==> config.mk <==
export PLATFORM = sky130hd
export DESIGN_NAME = pkt_send_arbiter_flat
export DESIGN_NICKNAME = d
export VERILOG_FILES = /design/src/rtl/pkt_send_arbiter_pkg.sv /design/src/rtl/pkt_send_arbiter_if.sv /design/src/rtl/pkt_send_arbiter_rr_pick.sv /design/src/rtl/pkt_send_arbiter.sv /design/src/flat_wrapper.sv
export SDC_FILE = /design/constraint.sdc
export NUM_CORES = 1
export LEC_CHECK = 0
export CAP_MARGIN = 20
export CORE_AREA = 2 2 631 633
export CTS_CLUSTER_SIZE = 20
export DETAILED_ROUTE_END_ITERATION = 12
export DIE_AREA = 0 0 633 635
export SETUP_SLACK_MARGIN = 0.02
export SLEW_MARGIN = 25
export SYNTH_ARGS = -nofsm -noshare
export SYNTH_HDL_FRONTEND = slang
export SYNTH_HIERARCHICAL = 1
export SYNTH_SLANG_ARGS = --single-unit
==> constraint.sdc <==
create_clock -name i_sys_clk -period 16.23 [get_ports i_sys_clk]
set_input_delay 1.623 -clock i_sys_clk [delete_from_list [all_inputs] [get_ports i_sys_clk]]
set_output_delay 1.623 -clock i_sys_clk [all_outputs]
set_load 0.02 [all_outputs]
==> src/rtl/pkt_send_arbiter_pkg.sv <==
// Shared definitions for the packet send arbiter: beat tags, bus widths,
// FSM state encoding and a small tag-extraction helper.
package pkt_pkg;

  localparam int DATA_W = 134;
  localparam int META_W = 168;

  // Tag lives in the two MSBs of every beat.
  localparam logic [1:0] TAG_HEAD = 2'b01;
  localparam logic [1:0] TAG_BODY = 2'b11;
  localparam logic [1:0] TAG_TAIL = 2'b10;

  typedef enum logic [1:0] {
    IDLE = 2'd0,
    XFER = 2'd1,
    DROP = 2'd2
  } state_t;

  function automatic logic [1:0] beat_tag(input logic [DATA_W-1:0] beat);
    return beat[DATA_W-1 -: 2];
  endfunction

endpackage

==> src/rtl/pkt_send_arbiter_if.sv <==
// Bundle of the requester-side and downstream-side signals of the arbiter.
// The arbiter connects through the slave modport; the traffic source and
// sink (or a testbench) use the master modport.
interface pkt_send_arbiter_if #(
  parameter int N_PORT = 4,
  parameter int CNT_W  = 16
);
  import pkt_pkg::*;

  logic [N_PORT-1:0]        i_req_valid;
  logic [N_PORT*DATA_W-1:0] i_req_data;
  logic [N_PORT*META_W-1:0] i_req_meta;
  logic [N_PORT-1:0]        o_req_ready;
  logic                     i_alf;
  logic                     o_data_valid;
  logic [DATA_W-1:0]        o_data;
  logic                     o_meta_valid;
  logic [META_W-1:0]        o_meta;
  logic [N_PORT*CNT_W-1:0]  o_pkt_cnt;
  logic [CNT_W-1:0]         o_err_cnt;

  modport master (
    output i_req_valid, i_req_data, i_req_meta, i_alf,
    input  o_req_ready, o_data_valid, o_data, o_meta_valid, o_meta,
           o_pkt_cnt, o_err_cnt
  );

  modport slave (
    input  i_req_valid, i_req_data, i_req_meta, i_alf,
    output o_req_ready, o_data_valid, o_data, o_meta_valid, o_meta,
           o_pkt_cnt, o_err_cnt
  );

endinterface

==> src/rtl/pkt_send_arbiter_rr_pick.sv <==
// Combinational round-robin search: returns the first set bit of i_req at
// or above i_ptr, wrapping from N_PORT-1 back to 0.
module rr_pick #(
  parameter int N_PORT = 4,
  parameter int PTR_W  = 2
) (
  input  logic [N_PORT-1:0] i_req,
  input  logic [PTR_W-1:0]  i_ptr,
  output logic              o_any,
  output logic [PTR_W-1:0]  o_idx
);

  logic [PTR_W:0] w_pos;

  // Scan from the farthest offset down so the nearest hit is written last.
  always_comb begin
    // NOTE: every output gets a default first so no path leaves a latch.
    o_any = 1'b0;
    o_idx = '0;
    w_pos = '0;
    for (int i = N_PORT - 1; i >= 0; i--) begin
      w_pos = {1'b0, i_ptr} + (PTR_W + 1)'(i);
      if (w_pos >= (PTR_W + 1)'(N_PORT)) begin
        w_pos = w_pos - (PTR_W + 1)'(N_PORT);
      end
      if (i_req[w_pos[PTR_W-1:0]]) begin
        o_any = 1'b1;
        o_idx = w_pos[PTR_W-1:0];
      end
    end
  end

endmodule

==> src/rtl/pkt_send_arbiter.sv <==
// Packet-atomic round-robin arbiter. Malformed packets (front beat not a
// head) win arbitration first and are flushed; well-formed packets are only
// granted while the downstream is not almost-full, then run to their tail.
module pkt_send_arbiter
  import pkt_pkg::*;
#(
  parameter int N_PORT = 4,
  parameter int PTR_W  = $clog2(N_PORT),
  parameter int CNT_W  = 16
) (
  input logic               i_sys_clk,
  input logic               i_rst,
  pkt_send_arbiter_if.slave io_bus
);

  state_t             r_state;
  state_t             w_state_nxt;
  logic [PTR_W-1:0]   r_grant;
  logic [PTR_W-1:0]   w_grant_nxt;
  logic [PTR_W-1:0]   r_rr_ptr;
  logic [PTR_W-1:0]   w_rr_nxt;
  logic               r_sop;

  logic [DATA_W-1:0]  w_data [N_PORT];
  logic [META_W-1:0]  w_meta [N_PORT];
  logic [N_PORT-1:0]  w_bad;
  logic [N_PORT-1:0]  w_head;
  logic [N_PORT-1:0]  w_cand;
  logic [N_PORT-1:0]  w_ready;
  logic               w_any_bad;
  logic               w_pick_any;
  logic [PTR_W-1:0]   w_pick_idx;

  logic [DATA_W-1:0]  w_beat;
  logic               w_acc;
  logic               w_tail_acc;
  logic               w_fwd;
  logic               w_fwd_head;

  logic               r_data_valid;
  logic [DATA_W-1:0]  r_data;
  logic               r_meta_valid;
  logic [META_W-1:0]  r_meta;
  logic [CNT_W-1:0]   r_pkt_cnt [N_PORT];
  logic [CNT_W-1:0]   r_err_cnt;

  // Per-port unpacking and candidate classification.
  for (genvar g = 0; g < N_PORT; g++) begin : g_port
    assign w_data[g] = io_bus.i_req_data[g*DATA_W +: DATA_W];
    assign w_meta[g] = io_bus.i_req_meta[g*META_W +: META_W];
    assign w_bad[g]  = io_bus.i_req_valid[g] && (beat_tag(w_data[g]) != TAG_HEAD);
    assign w_head[g] = io_bus.i_req_valid[g] && (beat_tag(w_data[g]) == TAG_HEAD)
                       && !io_bus.i_alf;
    assign io_bus.o_pkt_cnt[g*CNT_W +: CNT_W] = r_pkt_cnt[g];
  end

  // Malformed fronts preempt heads; heads are eligible only below almost-full.
  assign w_any_bad = |w_bad;
  assign w_cand    = w_any_bad ? w_bad : w_head;

  rr_pick #(
    .N_PORT (N_PORT),
    .PTR_W  (PTR_W)
  ) u_rr_pick (
    .i_req (w_cand),
    .i_ptr (r_rr_ptr),
    .o_any (w_pick_any),
    .o_idx (w_pick_idx)
  );

  assign w_beat     = w_data[r_grant];
  assign w_acc      = (r_state != IDLE) && io_bus.i_req_valid[r_grant];
  assign w_tail_acc = w_acc && (beat_tag(w_beat) == TAG_TAIL);
  assign w_fwd      = w_acc && (r_state == XFER);
  assign w_fwd_head = w_fwd && r_sop;

  // Ready depends on state and grant only, never on the requester's valid.
  always_comb begin
    w_ready = '0;
    if (r_state != IDLE) begin
      w_ready[r_grant] = 1'b1;
    end
  end

  // Next-state, next-grant and round-robin pointer update.
  always_comb begin
    w_state_nxt = r_state;
    w_grant_nxt = r_grant;
    w_rr_nxt    = r_rr_ptr;
    case (r_state)
      IDLE: begin
        if (w_pick_any) begin
          w_grant_nxt = w_pick_idx;
          w_state_nxt = w_any_bad ? DROP : XFER;
        end
      end
      XFER, DROP: begin
        if (w_tail_acc) begin
          w_state_nxt = IDLE;
          w_rr_nxt    = (r_grant == PTR_W'(N_PORT - 1)) ? '0 : r_grant + 1'b1;
        end
      end
      default: w_state_nxt = IDLE;
    endcase
  end

  // FSM state, grant, pointer and start-of-packet flag.
  always_ff @(posedge i_sys_clk or posedge i_rst) begin
    // NOTE: sequential state uses non-blocking assignments so every register
    // samples pre-edge values regardless of statement order.
    if (i_rst) begin
      r_state  <= IDLE;
      r_grant  <= '0;
      r_rr_ptr <= '0;
      r_sop    <= 1'b0;
    end else begin
      r_state  <= w_state_nxt;
      r_grant  <= w_grant_nxt;
      r_rr_ptr <= w_rr_nxt;
      r_sop    <= (r_state == IDLE) ? w_pick_any : (r_sop && !w_acc);
    end
  end

  // Registered output beat; meta is captured only with the packet's first beat.
  always_ff @(posedge i_sys_clk or posedge i_rst) begin
    if (i_rst) begin
      r_data_valid <= 1'b0;
      r_data       <= '0;
      r_meta_valid <= 1'b0;
      r_meta       <= '0;
    end else begin
      r_data_valid <= w_fwd;
      r_meta_valid <= w_fwd_head;
      if (w_fwd) begin
        r_data <= w_beat;
      end
      if (w_fwd_head) begin
        r_meta <= w_meta[r_grant];
      end
    end
  end

  // Wrapping statistics: forwarded packets per port, dropped packets overall.
  always_ff @(posedge i_sys_clk or posedge i_rst) begin
    if (i_rst) begin
      // NOTE: the counter array is a handful of flops, so it is cleared like
      // any other register; it is not a RAM that would lose its inference.
      for (int k = 0; k < N_PORT; k++) begin
        r_pkt_cnt[k] <= '0;
      end
      r_err_cnt <= '0;
    end else if (w_tail_acc) begin
      if (r_state == XFER) begin
        r_pkt_cnt[r_grant] <= r_pkt_cnt[r_grant] + 1'b1;
      end else begin
        r_err_cnt <= r_err_cnt + 1'b1;
      end
    end
  end

  assign io_bus.o_req_ready  = w_ready;
  assign io_bus.o_data_valid = r_data_valid;
  assign io_bus.o_data       = r_data;
  assign io_bus.o_meta_valid = r_meta_valid;
  assign io_bus.o_meta       = r_meta;
  assign io_bus.o_err_cnt    = r_err_cnt;

endmodule

==> src/flat_wrapper.sv <==
// flat-port wrapper written by rule: the top's interface ports become plain ports
module pkt_send_arbiter_flat import pkt_pkg::*;
#(
  parameter int N_PORT = 4,
  parameter int PTR_W  = $clog2(N_PORT),
  parameter int CNT_W  = 16
)
  (i_sys_clk, i_rst, io_bus_i_req_valid, io_bus_i_req_data, io_bus_i_req_meta, io_bus_i_alf, io_bus_o_req_ready, io_bus_o_data_valid, io_bus_o_data, io_bus_o_meta_valid, io_bus_o_meta, io_bus_o_pkt_cnt, io_bus_o_err_cnt);
  pkt_send_arbiter_if #(.N_PORT(N_PORT), .CNT_W(CNT_W)) io_bus_i ();
  input logic i_sys_clk;
  input logic i_rst;
  input wire logic [$bits(io_bus_i.i_req_valid)-1:0] io_bus_i_req_valid;
  input wire logic [$bits(io_bus_i.i_req_data)-1:0] io_bus_i_req_data;
  input wire logic [$bits(io_bus_i.i_req_meta)-1:0] io_bus_i_req_meta;
  input wire logic [$bits(io_bus_i.i_alf)-1:0] io_bus_i_alf;
  output wire logic [$bits(io_bus_i.o_req_ready)-1:0] io_bus_o_req_ready;
  output wire logic [$bits(io_bus_i.o_data_valid)-1:0] io_bus_o_data_valid;
  output wire logic [$bits(io_bus_i.o_data)-1:0] io_bus_o_data;
  output wire logic [$bits(io_bus_i.o_meta_valid)-1:0] io_bus_o_meta_valid;
  output wire logic [$bits(io_bus_i.o_meta)-1:0] io_bus_o_meta;
  output wire logic [$bits(io_bus_i.o_pkt_cnt)-1:0] io_bus_o_pkt_cnt;
  output wire logic [$bits(io_bus_i.o_err_cnt)-1:0] io_bus_o_err_cnt;
  assign io_bus_i.i_req_valid = io_bus_i_req_valid;
  assign io_bus_i.i_req_data = io_bus_i_req_data;
  assign io_bus_i.i_req_meta = io_bus_i_req_meta;
  assign io_bus_i.i_alf = io_bus_i_alf;
  assign io_bus_o_req_ready = io_bus_i.o_req_ready;
  assign io_bus_o_data_valid = io_bus_i.o_data_valid;
  assign io_bus_o_data = io_bus_i.o_data;
  assign io_bus_o_meta_valid = io_bus_i.o_meta_valid;
  assign io_bus_o_meta = io_bus_i.o_meta;
  assign io_bus_o_pkt_cnt = io_bus_i.o_pkt_cnt;
  assign io_bus_o_err_cnt = io_bus_i.o_err_cnt;
  pkt_send_arbiter #(.N_PORT(N_PORT), .PTR_W(PTR_W), .CNT_W(CNT_W)) u_core (.i_sys_clk(i_sys_clk), .i_rst(i_rst), .io_bus(io_bus_i));
endmodule
Word level (Yosys, flattened, before mapping)
Cells that the tools add are included.

ROM bits: 0. Output and inout bits: 388. Bits in latches: 0. Bits in writable memories: 0. Memories: 0. Register bits: 391.

Add/sub/neg operators: 10. Order comparisons: 12. Eq/ne operators: 14. Multipliers: 0. Bitwise logic cells: 2. Divide/modulo/power cells: 0. Shifts and indexed selects: 0. Reductions and logical operators: 30. Multiplexer cells: 44.

Operators with widths (count): $bmux 168 s2 (1); $mux 168 (2); $bmux 134 s2 (1); $mux 134 (2); $bwmux 64 (1); $mux 16 (3); $add 16x1->16 const B (2); $bmux 16 s2 (1); $demux 16 s2 (1); $mux 2 (12); $logic_and 1x1->1 (19); $lt 2x3->1 const B (5); $ge 3x3->1 const B (4); $ne 2x1->1 const B (6); $mux 1 (11); $bmux 1 s2 (5); $eq 2x1->1 const B (5); $reduce_and 2->1 (5); $mux 4 (2); $sub 2x1->2 const B (4); $add 2x2->3 const B (2); $eq 2x2->1 const B (3); $pmux 2 s2 (1); $reduce_or 4->1 (1); 12 further kinds (13).

Logic depth before layout (Yosys ltp)
Gate-level depths: netlist (run 1).

Depth after elaboration: 12. Depth in mapped cells: 11. Depth with buffers taken out: 10.

Modules after synthesis
Netlist (run 1), hierarchy kept.

By module, submodules not included: pkt_send_arbiter (sequential area each 9784.4 um2, area each 22633.0 um2, cells each 1403, instances 1); rr_pick (sequential area each 0.0 um2, area each 77.6 um2, cells each 13, instances 1).

Least setup slack after synthesis (run 1)
No wires, ideal clock.

Path kind: reg-to-output. From: register u_core.r_grant[1]. To: output port io_bus_o_req_ready[0]. Stages on the path, launching flop included: 9. Arrival: 1.943 ns. Path slack: 12.664 ns. Buffers on the path: 5. Required time: 14.607 ns. Cells stage by stage: dfrtp_1 > buf_4 > buf_4 > buf_4 > clkbuf_1 > clkbuf_1 > inv_1 > ha_1 > nor2b_1.

Word-level cells in the longest chain between the ends: 5.

Ends and longest elaborated chain: start, declared (line pkt_send_arbiter.sv:18) `logic [PTR_W-1:0] r_grant;`; start signal, assigned (line pkt_send_arbiter.sv:118) `r_grant <= w_grant_nxt;`; $lt 2x3->1 (implied by the code) / $ge 2x1->1 (equally long branches) (line pkt_send_arbiter.sv:81) `w_ready[r_grant] = 1'b1;`; $logic_and 1x1->1 (implied by the code) (line pkt_send_arbiter.sv:81); $mux 1 (implied by the code) (line pkt_send_arbiter.sv:81); $demux 1 s2 *; $mux 4 * (line pkt_send_arbiter.sv:80) `if (r_state != IDLE) begin`; end, declared (line flat_wrapper.sv:16) `output wire logic [$bits(io_bus_i.o_req_ready)-1:0] io_bus_o_req_ready;`.

Mark *: on every way between the ends. The rest lies on a longest branch, timed or not.

Final worst setup path (run 1)
From: input port io_bus_i_req_valid[1]. To: register u_core.r_meta[150], in the netlist u_core/io_bus.o_meta[150].

Word-level cells in the longest chain between the ends: 5.

Ends and longest elaborated chain: start, declared (line flat_wrapper.sv:12) `input wire logic [$bits(io_bus_i.i_req_valid)-1:0] io_bus_i_req_valid;`; $bmux 1 s2 (line pkt_send_arbiter.sv:72) `assign w_acc = (r_state != IDLE) && io_bus.i_req_valid[r_grant];`; $mux 1 (implied by the code) (line pkt_send_arbiter.sv:72); $logic_and 1x1->1 (line pkt_send_arbiter.sv:72); $logic_and 1x1->1 (line pkt_send_arbiter.sv:74) `assign w_fwd = w_acc && (r_state == XFER);`; $logic_and 1x1->1 (line pkt_send_arbiter.sv:75) `assign w_fwd_head = w_fwd && r_sop;`; end signal, assigned (line pkt_send_arbiter.sv:138) `r_meta <= w_meta[r_grant];`; end, declared (line pkt_send_arbiter.sv:43) `logic [META_W-1:0] r_meta;`.

No other way between the ends. The select of a mux whose other input is x is not followed. A chain may end at the register's enable or synchronous reset.

==> results of run 1 <==
[sequential cells by signal (all words and copies together), names as in the netlist]
name                        flops
u_core/io_bus.o_meta_valid      1
u_core/r_sop                    1
u_core/io_bus.o_data_valid      1
u_core/io_bus.o_meta          168
u_core/io_bus.o_pkt_cnt        64
u_core/r_state                  2
u_core/r_rr_ptr                 2
u_core/r_grant                  2
u_core/io_bus.o_data          134
u_core/io_bus.o_err_cnt        16
[cell type report]
type	count	area, um^2	area share, %
diodes	47	117.6	0.2496
clock buffers	72	1625	3.450
clock inverters	37	409.1	0.8684
inverters	18	75.07	0.1593
multi-input cells	891	12300	26.12
flip-flops and latches	391	9792	20.78
well taps	5242	6559	13.92
repair buffers	1632	16230	34.45
[synth_stat cells (all sizes together) (2+ instances only)]
cell type and number:
mux4 319, xor2 13, nand3 6, and2 6
nor2 14, xnor2 15, inv 18, and4 3
nor4 6, nand4 4, nor2b 6, nor3 11
a21o 4, mux2i 3, nand2 76, clkbuf 32
ha 8, buf 84, mux2 314, a31oi 9
nand2b 4, dfrtp 391, o21ai 54, a211oi 2
[per-layer routing]
metal / track usage (%) / vias up / routed length [um]
met4: 2.770 / 92 / 7154
met3: 9.680 / 468 / 46080
met5: 0 / - / 609
met2: 24.01 / 1447 / 140000
met1: 15.12 / 11310 / 105900
li1: - / 8890 / -
[power by group through the flow]
stage / clock network, mW / registers (mW) / logic (mW)
after global routing: 1.49 / 1.55 / 4.06
final: 1.39 / 1.52 / 3.80
after CTS: 1.47 / 1.53 / 3.97
after detailed placement: 0 / 1.54 / 3.95
after floorplan: 0 / 1.76 / 1.32
after global placement: 0 / 1.53 / 3.97
[kinds of logic (layout without fill, tap and decap cells)]
| group | after synthesis | in the layout | synth area share [%] |
|---|---|---|---|
| adder cells (fa/ha/maj) | 8 | 8 | 0.4408 |
| AND/OR/NAND/NOR | 144 | 144 | 3.339 |
| XOR/XNOR | 28 | 28 | 1.080 |
| multiplexers | 636 | 636 | 47.44 |
| other | 0 | 47 | 0 |
| flip-flops | 391 | 391 | 43.08 |
| AO/OA/AOI/OAI | 75 | 75 | 1.851 |
| buffers and inverters | 134 | 1759 | 2.771 |
[path summary, 6_finish.rpt]
check | start | endpoint | slack (ps) | depth (start not counted)
worst max-delay path | io_bus_i_req_valid[1] | u_core/io_bus.o_meta[150] | 10950 | 8
worst min-delay path | u_core/io_bus.o_err_cnt[15] | u_core/io_bus.o_err_cnt[15] | 480 | 1
worst max register to register | u_core/r_grant[0] | u_core/io_bus.o_meta[20] | 11050 | 8
worst min register to register | u_core/io_bus.o_err_cnt[15] | u_core/io_bus.o_err_cnt[15] | 480 | 1
max in group asynchronous | i_rst | u_core/io_bus.o_meta[118] | 12320 | 5
min in group asynchronous | i_rst | u_core/io_bus.o_meta[8] | 1380 | 2
[per-stage QoR]
step	std cells	worst slack [ps]	instance area, um^2	hold WS (ps)	power (mW)
final	8330	10950	47110	484.7	6.698
after detailed placement	8173	10150	44950	468.3	5.486
after global routing	8294	10530	47020	503.0	7.095
after CTS	8282	10590	46980	483.0	6.961
after global placement	8172	9954	44940	463.1	5.506
after floorplan	1416	3738	22710	488.9	3.078
==> impl_metrics.prom, run 1 <==
# TYPE chip_impl_metric gauge
chip_impl_info{name="run_status",value="finished, final reports clean"} 1
chip_impl_info{name="unrepaired_setup_endpoints_after_global_routing",value="false"} 1
chip_impl_info{name="start_kind",value="primary input"} 1
chip_impl_metric{name="cp.buffers_inverters",unit=""} 5
chip_impl_info{name="layout.cells.most_common_list",value="sky130_fd_sc_hd__clkdlybuf4s50_1, sky130_fd_sc_hd__dfrtp_1, sky130_fd_sc_hd__mux4_2"} 1
chip_impl_metric{name="design.die.area",unit="mm^2"} 0.4020
chip_impl_metric{name="post_drt_wl_per_cell",unit="um"} 35.98
chip_impl_metric{name="slew-limit-headroom",unit="%"} 29.54
chip_impl_metric{name="route.detailed.vias_per_inst",unit=""} 2.666
chip_impl_metric{name="core_region_area",unit="mm^2"} 0.3948
chip_impl_metric{name="flow.area_growth_from_synthesis",unit="%"} 107.4
chip_impl_info{name="critical-path-top-delay-family",value="buffers and inverters"} 1
chip_impl_metric{name="share_clk_of_total_power",unit="%"} 20.7
chip_impl_metric{name="yosysTopAreaCellShare",unit="%"} 43.08
chip_impl_metric{name="post-route-min-period",unit="ps"} 5285
chip_impl_metric{name="finalWirelength",unit="um"} 299700
chip_impl_metric{name="postCtsSetupRepairBufs",unit=""} 0
chip_impl_metric{name="clock_insertion_delay_worst_skew",unit="ps"} 740
chip_impl_metric{name="htree_levels",unit=""} 2
chip_impl_info{name="holdCritPathClass",value="reg2reg"} 1
chip_impl_metric{name="power.static_leakage",unit="nW"} 16.61
chip_impl_metric{name="critical_path.max_stage_delay",unit="ps"} 660
chip_impl_metric{name="netSwitchingFraction",unit="%"} 45.77
chip_impl_metric{name="clock_tree.buffer_depth",unit=""} 3
chip_impl_metric{name="post_layout_nets",unit=""} 4216
chip_impl_metric{name="final.setup.tns",unit="ps"} 0
chip_impl_info{name="cts_tree",value="built"} 1
chip_impl_metric{name="synth_cell_types",unit=""} 50
chip_impl_metric{name="cp_data_arrival_time",unit="ps"} 5880
chip_impl_metric{name="timing.critical_path.fanout_max",unit=""} 47
chip_impl_metric{name="vias_in_the_first_global_route",unit=""} 23350
chip_impl_metric{name="overall_overflow_remaining_after_global_route",unit=""} 0
chip_impl_metric{name="setup-violations-final",unit=""} 0
chip_impl_metric{name="starting_density_of_the_core",unit="%"} 5.752
chip_impl_metric{name="clock_transition_at_the_register_clock_pins_on_the_worst_setup_and_hold_paths_after_cts",unit="ps"} 70
chip_impl_metric{name="cts_sinks",unit=""} 391
chip_impl_metric{name="layout-drive-gt1-share",unit="%"} 21.57
chip_impl_info{name="critical_path.cell_chain",value="clkdlybuf4s50_1 > mux4_2 > and3_4 > buf_4 > buf_4 > buf_4 > buf_16 > mux2_1"} 1
chip_impl_metric{name="antenna_violating_nets_post_route",unit=""} 0
chip_impl_metric{name="detailed_place_hpwl",unit="um"} 273500
chip_impl_metric{name="drtIter0Drc",unit=""} 1475
chip_impl_info{name="critical-path-slowest-cell",value="sky130_fd_sc_hd__buf_4"} 1
chip_impl_metric{name="numCtsBuffers",unit=""} 59
chip_impl_metric{name="die_height",unit="um"} 635
chip_impl_info{name="clk_root_buffer_cell",value="sky130_fd_sc_hd__clkbuf_16"} 1
chip_impl_info{name="synth_area_leader_cell",value="sky130_fd_sc_hd__dfrtp_1"} 1
chip_impl_metric{name="floorplan.rows",unit=""} 231
chip_impl_metric{name="port_buffers",unit=""} 1602
chip_impl_metric{name="hold_viol_final",unit=""} 0
chip_impl_metric{name="synth.ff_latch_count",unit=""} 391
chip_impl_info{name="synth.top_cells.by_area",value="sky130_fd_sc_hd__dfrtp_1, sky130_fd_sc_hd__mux4_2, sky130_fd_sc_hd__mux2_2, sky130_fd_sc_hd__mux2_1, sky130_fd_sc_hd__buf_2"} 1
chip_impl_metric{name="finClkSkew",unit="ps"} 61.99
chip_impl_metric{name="power.share.sequential",unit="%"} 22.6
chip_impl_metric{name="finalMaxSlewViolations",unit=""} 0
chip_impl_metric{name="fill_cells",unit=""} 44820
chip_impl_metric{name="groute.usage.overall",unit="%"} 14.44
chip_impl_metric{name="yosysWarningCount",unit=""} 6
chip_impl_metric{name="async_reset_ff_share",unit="%"} 100.0
chip_impl_metric{name="grt_antenna_before_repair",unit=""} 241
chip_impl_metric{name="mappedNetlistNets",unit=""} 2639
chip_impl_metric{name="via_count",unit=""} 22210
chip_impl_metric{name="power-per-cell-area",unit="mW/mm^2"} 142.2
chip_impl_metric{name="io-pin-count",unit=""} 1603
chip_impl_metric{name="max_slew.worst_pin.slew",unit="ps"} 1054
chip_impl_metric{name="drt_pre_antenna_iters",unit=""} 5
chip_impl_metric{name="power_report.internal_total",unit="mW"} 3.632
chip_impl_metric{name="fin_util",unit="%"} 11.93
chip_impl_info{name="timing_worst_setup_path_type",value="in2reg"} 1
chip_impl_metric{name="comb_power_share",unit="%"} 56.7
chip_impl_metric{name="syn-cell-area",unit="mm^2"} 0.02271
chip_impl_metric{name="drc",unit=""} 0
chip_impl_metric{name="total_of_max_cap_violations",unit=""} 0
chip_impl_metric{name="synthCells",unit=""} 1416
chip_impl_metric{name="pin_count_of_the_biggest_net_entering_global_routing",unit=""} 79
chip_impl_metric{name="synth.yosys.seq_area_share",unit="%"} 43.08
chip_impl_info{name="cp-end-kind",value="register"} 1
chip_impl_metric{name="die_width",unit="um"} 633
chip_impl_metric{name="post_synth.cell_area_avg",unit="um^2"} 16.04
chip_impl_metric{name="gp_congestion",unit=""} 0.9132
chip_impl_metric{name="grt_first_pass_wirelength",unit="um"} 353200
chip_impl_metric{name="power.ir.vdd_worst",unit="mV"} 0.08622
chip_impl_metric{name="number_of_buffers_inserted_for_hold_repair_after_clock_tree_synthesis",unit=""} 0
chip_impl_info{name="timing.critical_path.mode_cell",value="sky130_fd_sc_hd__buf_4"} 1
chip_impl_metric{name="power_switching",unit="mW"} 3.065
chip_impl_metric{name="fmax",unit="GHz"} 0.1892
chip_impl_metric{name="worst-endpoint-required",unit="ps"} 16820
chip_impl_info{name="most_common_cell_after_layout_fill_and_taps_aside",value="sky130_fd_sc_hd__clkdlybuf4s50_1"} 1
chip_impl_metric{name="fraction_of_the_cycle_the_final_worst_path_needs",unit="%"} 32.56
chip_impl_metric{name="synth_enable_flop_cells",unit=""} 0
chip_impl_metric{name="post_cts_resize_count",unit=""} 0
chip_impl_info{name="yosys_most_used_dff",value="sky130_fd_sc_hd__dfrtp_1"} 1
Power figures use the tool's default switching activity.
==> inputs of run 2 (changes only) <==
==> constraint.sdc (replaced) <==
create_clock -name i_sys_clk -period 5.2 [get_ports i_sys_clk]
set_input_delay 0.52 -clock i_sys_clk [delete_from_list [all_inputs] [get_ports i_sys_clk]]
set_output_delay 0.52 -clock i_sys_clk [all_outputs]
set_load 0.02 [all_outputs]
==> run 2 against run 1 <==
Against the previous run: core utilization increased by 0.060 points; global-route usage is essentially flat; die area unchanged; wire length decreased by 0.10%; via count about the same.
==> impl_metrics.prom, run 2 (synthesis gave the netlist of run 1 again) <==
# TYPE chip_impl_metric gauge
chip_impl_metric{name="setup-violations-final",unit=""} 0
chip_impl_metric{name="antenna_violating_nets_post_route",unit=""} 0
chip_impl_metric{name="via_count",unit=""} 22200
chip_impl_metric{name="power.ir.vdd_worst",unit="mV"} 0.3098
chip_impl_metric{name="finalMaxSlewViolations",unit=""} 0
chip_impl_metric{name="clock_insertion_delay_worst_skew",unit="ps"} 760
chip_impl_metric{name="clock_tree.buffer_depth",unit=""} 3
chip_impl_metric{name="pin_count_of_the_biggest_net_entering_global_routing",unit=""} 122
chip_impl_metric{name="numCtsBuffers",unit=""} 57
chip_impl_metric{name="htree_levels",unit=""} 2
chip_impl_metric{name="cts_sinks",unit=""} 391
chip_impl_metric{name="drtIter0Drc",unit=""} 1333
chip_impl_metric{name="starting_density_of_the_core",unit="%"} 5.752
chip_impl_info{name="critical_path.reg2reg.endpoint",value="u_core/io_bus.o_pkt_cnt[46]"} 1
chip_impl_metric{name="fmax",unit="GHz"} 0.2478
chip_impl_metric{name="power_switching",unit="mW"} 9.436
chip_impl_metric{name="gr-usage-met1",unit="%"} 14.45
chip_impl_metric{name="hold_viol_final",unit=""} 0
chip_impl_metric{name="power_report.internal_total",unit="mW"} 11.48
chip_impl_metric{name="post_cts_resize_count",unit=""} 0
chip_impl_metric{name="max_slew.worst_pin.slew",unit="ps"} 1231
chip_impl_metric{name="detailed_place_hpwl",unit="um"} 272900
chip_impl_metric{name="clock_transition_at_the_register_clock_pins_on_the_worst_setup_and_hold_paths_after_cts",unit="ps"} 60
chip_impl_metric{name="power.share.sequential",unit="%"} 21.9
chip_impl_metric{name="layout-drive-gt1-share",unit="%"} 21.34
chip_impl_metric{name="numPlacedInstances",unit=""} 8177
chip_impl_info{name="holdCritPathClass",value="reg2reg"} 1
chip_impl_metric{name="total_of_max_cap_violations",unit=""} 0
chip_impl_metric{name="largest_register_ff_count",unit=""} 168
chip_impl_metric{name="power-per-cell-area",unit="mW/mm^2"} 441.8
chip_impl_metric{name="design.die.area",unit="mm^2"} 0.4020
chip_impl_info{name="timing_worst_setup_path_type",value="reg2out"} 1
chip_impl_info{name="timing.critical_path.from",value="u_core/r_grant[1]"} 1
chip_impl_info{name="rr_startpoint",value="u_core/r_grant[0]"} 1
chip_impl_metric{name="finClkSkew",unit="ps"} 29.94
chip_impl_metric{name="cp_data_arrival_time",unit="ps"} 3520
chip_impl_info{name="clk_root_buffer_cell",value="sky130_fd_sc_hd__clkbuf_16"} 1
chip_impl_metric{name="die_width",unit="um"} 633
chip_impl_metric{name="slew-limit-headroom",unit="%"} 17.67
chip_impl_metric{name="postCtsSetupRepairBufs",unit=""} 0
chip_impl_info{name="start_kind",value="register"} 1
chip_impl_info{name="top_usage_layer",value="met2"} 1
chip_impl_metric{name="comb_power_share",unit="%"} 57.1
chip_impl_info{name="most_common_cell_after_layout_fill_and_taps_aside",value="sky130_fd_sc_hd__clkdlybuf4s50_1"} 1
chip_impl_info{name="unrepaired_setup_endpoints_after_global_routing",value="false"} 1
chip_impl_metric{name="grt_first_pass_wirelength",unit="um"} 352600
chip_impl_metric{name="fill_cells",unit=""} 44790
chip_impl_metric{name="worst_r2r_path_depth",unit=""} 6
chip_impl_info{name="layout.cells.most_common_list",value="sky130_fd_sc_hd__clkdlybuf4s50_1, sky130_fd_sc_hd__dfrtp_1, sky130_fd_sc_hd__mux4_2"} 1
chip_impl_metric{name="post_drt_wl_per_cell",unit="um"} 35.86
chip_impl_metric{name="drc",unit=""} 0
chip_impl_metric{name="flow.area_growth_from_synthesis",unit="%"} 108.5
chip_impl_metric{name="power.static_leakage",unit="nW"} 16.67
chip_impl_metric{name="final_cells",unit=""} 8350
chip_impl_info{name="cts_tree",value="built"} 1
chip_impl_metric{name="drt_pre_antenna_iters",unit=""} 5
chip_impl_metric{name="post_layout_nets",unit=""} 4217
chip_impl_info{name="run_status",value="finished, final reports clean"} 1
chip_impl_metric{name="route.detailed.vias_per_inst",unit=""} 2.658
chip_impl_metric{name="groute.usage.overall",unit="%"} 14.44
chip_impl_metric{name="post-route-min-period",unit="ps"} 4035
chip_impl_metric{name="timing.reg2reg.setup_slack",unit="ps"} 2030
chip_impl_info{name="cp-end-kind",value="output pin"} 1
chip_impl_metric{name="vias_in_the_first_global_route",unit=""} 23280
chip_impl_metric{name="finalWirelength",unit="um"} 299400
chip_impl_metric{name="port_buffers",unit=""} 1602
chip_impl_metric{name="grt_antenna_before_repair",unit=""} 255
chip_impl_metric{name="globalRouteMet2Util",unit="%"} 23.52
chip_impl_metric{name="whs",unit="ps"} 480.5
chip_impl_metric{name="share_clk_of_total_power",unit="%"} 21.0
chip_impl_metric{name="gp_congestion",unit=""} 0.9412
chip_impl_metric{name="number_of_buffers_inserted_for_hold_repair_after_clock_tree_synthesis",unit=""} 0
chip_impl_metric{name="timing.critical_path.fanout_max",unit=""} 39
chip_impl_info{name="endpoint_of_the_worst_setup_timing_path",value="io_bus_o_req_ready[0]"} 1
chip_impl_metric{name="netSwitchingFraction",unit="%"} 45.11
chip_impl_metric{name="die_height",unit="um"} 635
chip_impl_metric{name="gr-usage-met3",unit="%"} 10.66
chip_impl_metric{name="fraction_of_the_cycle_the_final_worst_path_needs",unit="%"} 77.60
chip_impl_metric{name="overall_overflow_remaining_after_global_route",unit=""} 0
chip_impl_metric{name="final.setup.tns",unit="ps"} 0
chip_impl_metric{name="worst-endpoint-required",unit="ps"} 4680
chip_impl_metric{name="core_region_area",unit="mm^2"} 0.3948
chip_impl_metric{name="floorplan.rows",unit=""} 231
chip_impl_metric{name="io-pin-count",unit=""} 1603
-- run 2: changes by cell type in the layout (fill, tap and decap cells not counted), moves of 2 or more --
cell	before	now
sky130_fd_sc_hd__buf_2	9	7
sky130_fd_sc_hd__diode_2	47	67
sky130_fd_sc_hd__buf_6	2	0
sky130_fd_sc_hd__clkbuf_16	59	57
sky130_fd_sc_hd__clkbuf_8	10	8
sky130_fd_sc_hd__buf_12	0	14
sky130_fd_sc_hd__clkinv_2	12	7
sky130_fd_sc_hd__buf_4	39	30
sky130_fd_sc_hd__inv_6	3	1
sky130_fd_sc_hd__bufinv_16	4	8
sky130_fd_sc_hd__clkbuf_1	3	9
sky130_fd_sc_hd__clkinvlp_4	9	7
-- run 2: power by group through the flow --
stage	Sequential [mW]	Clock [mW]	Combinational (mW)
final	4.57	4.40	11.9
after global routing	4.71	4.69	12.7
after CTS	4.59	4.63	12.4
after detailed placement	4.62	0	12.4
after global placement	4.58	0	12.4
after floorplan	5.48	0	4.13
-- run 2: worst max-delay path: stages, from the launching register on --
cell,delay (ps)
sky130_fd_sc_hd__dfrtp_4,850
sky130_fd_sc_hd__buf_4,420
sky130_fd_sc_hd__inv_1,120
sky130_fd_sc_hd__ha_1,240
sky130_fd_sc_hd__nor2b_1,150
sky130_fd_sc_hd__clkdlybuf4s50_1,940
-- run 2: area by class of cell --
type | instances | area [um^2] | area share [%]
diodes | 67 | 167.7 | 0.3541
clock buffers | 74 | 1570 | 3.316
clock inverters | 32 | 461.7 | 0.9750
inverters | 18 | 71.32 | 0.1506
multi-input cells | 891 | 12300 | 25.98
flip-flops and latches | 391 | 9792 | 20.68
well taps | 5242 | 6559 | 13.85
repair buffers | 1635 | 16430 | 34.69
-- run 2: worst min-delay path by stage --
stage,startpoint,endpoint,slack [ps],cells after the start
floorplan,u_core/r_state[1],u_core/r_state[1],490,2
global route,u_core/io_bus.o_data[14],u_core/io_bus.o_data[14],500,1
global placement,u_core/io_bus.o_data[21],u_core/io_bus.o_data[21],470,1
detailed placement,u_core/io_bus.o_meta[136],u_core/io_bus.o_meta[136],470,1
finish,u_core/io_bus.o_meta[128],u_core/io_bus.o_meta[128],480,1
CTS,io_bus_i_req_meta[655],u_core/io_bus.o_meta[151],470,3
-- run 2: per-layer routing --
layer  vias to the layer above  routed length, um
li1                       8912                  -
met3                       498              48950
met2                      1517             137800
met1                     11180             102800
met5                         -                571
met4                        90               9331
-- run 2: stage by stage --
step                      util [%]  setup slack (ps)  area, um^2  power [mW]
after floorplan                  -            -579.9       22710       9.607
after global placement       11.43              1952       45130       16.96
after detailed placement     11.44              1940       45160       16.98
after CTS                    11.95              1065       47190       21.64
after global routing         11.97              1079       47240       22.11
final                        11.99              1165       47350       20.92
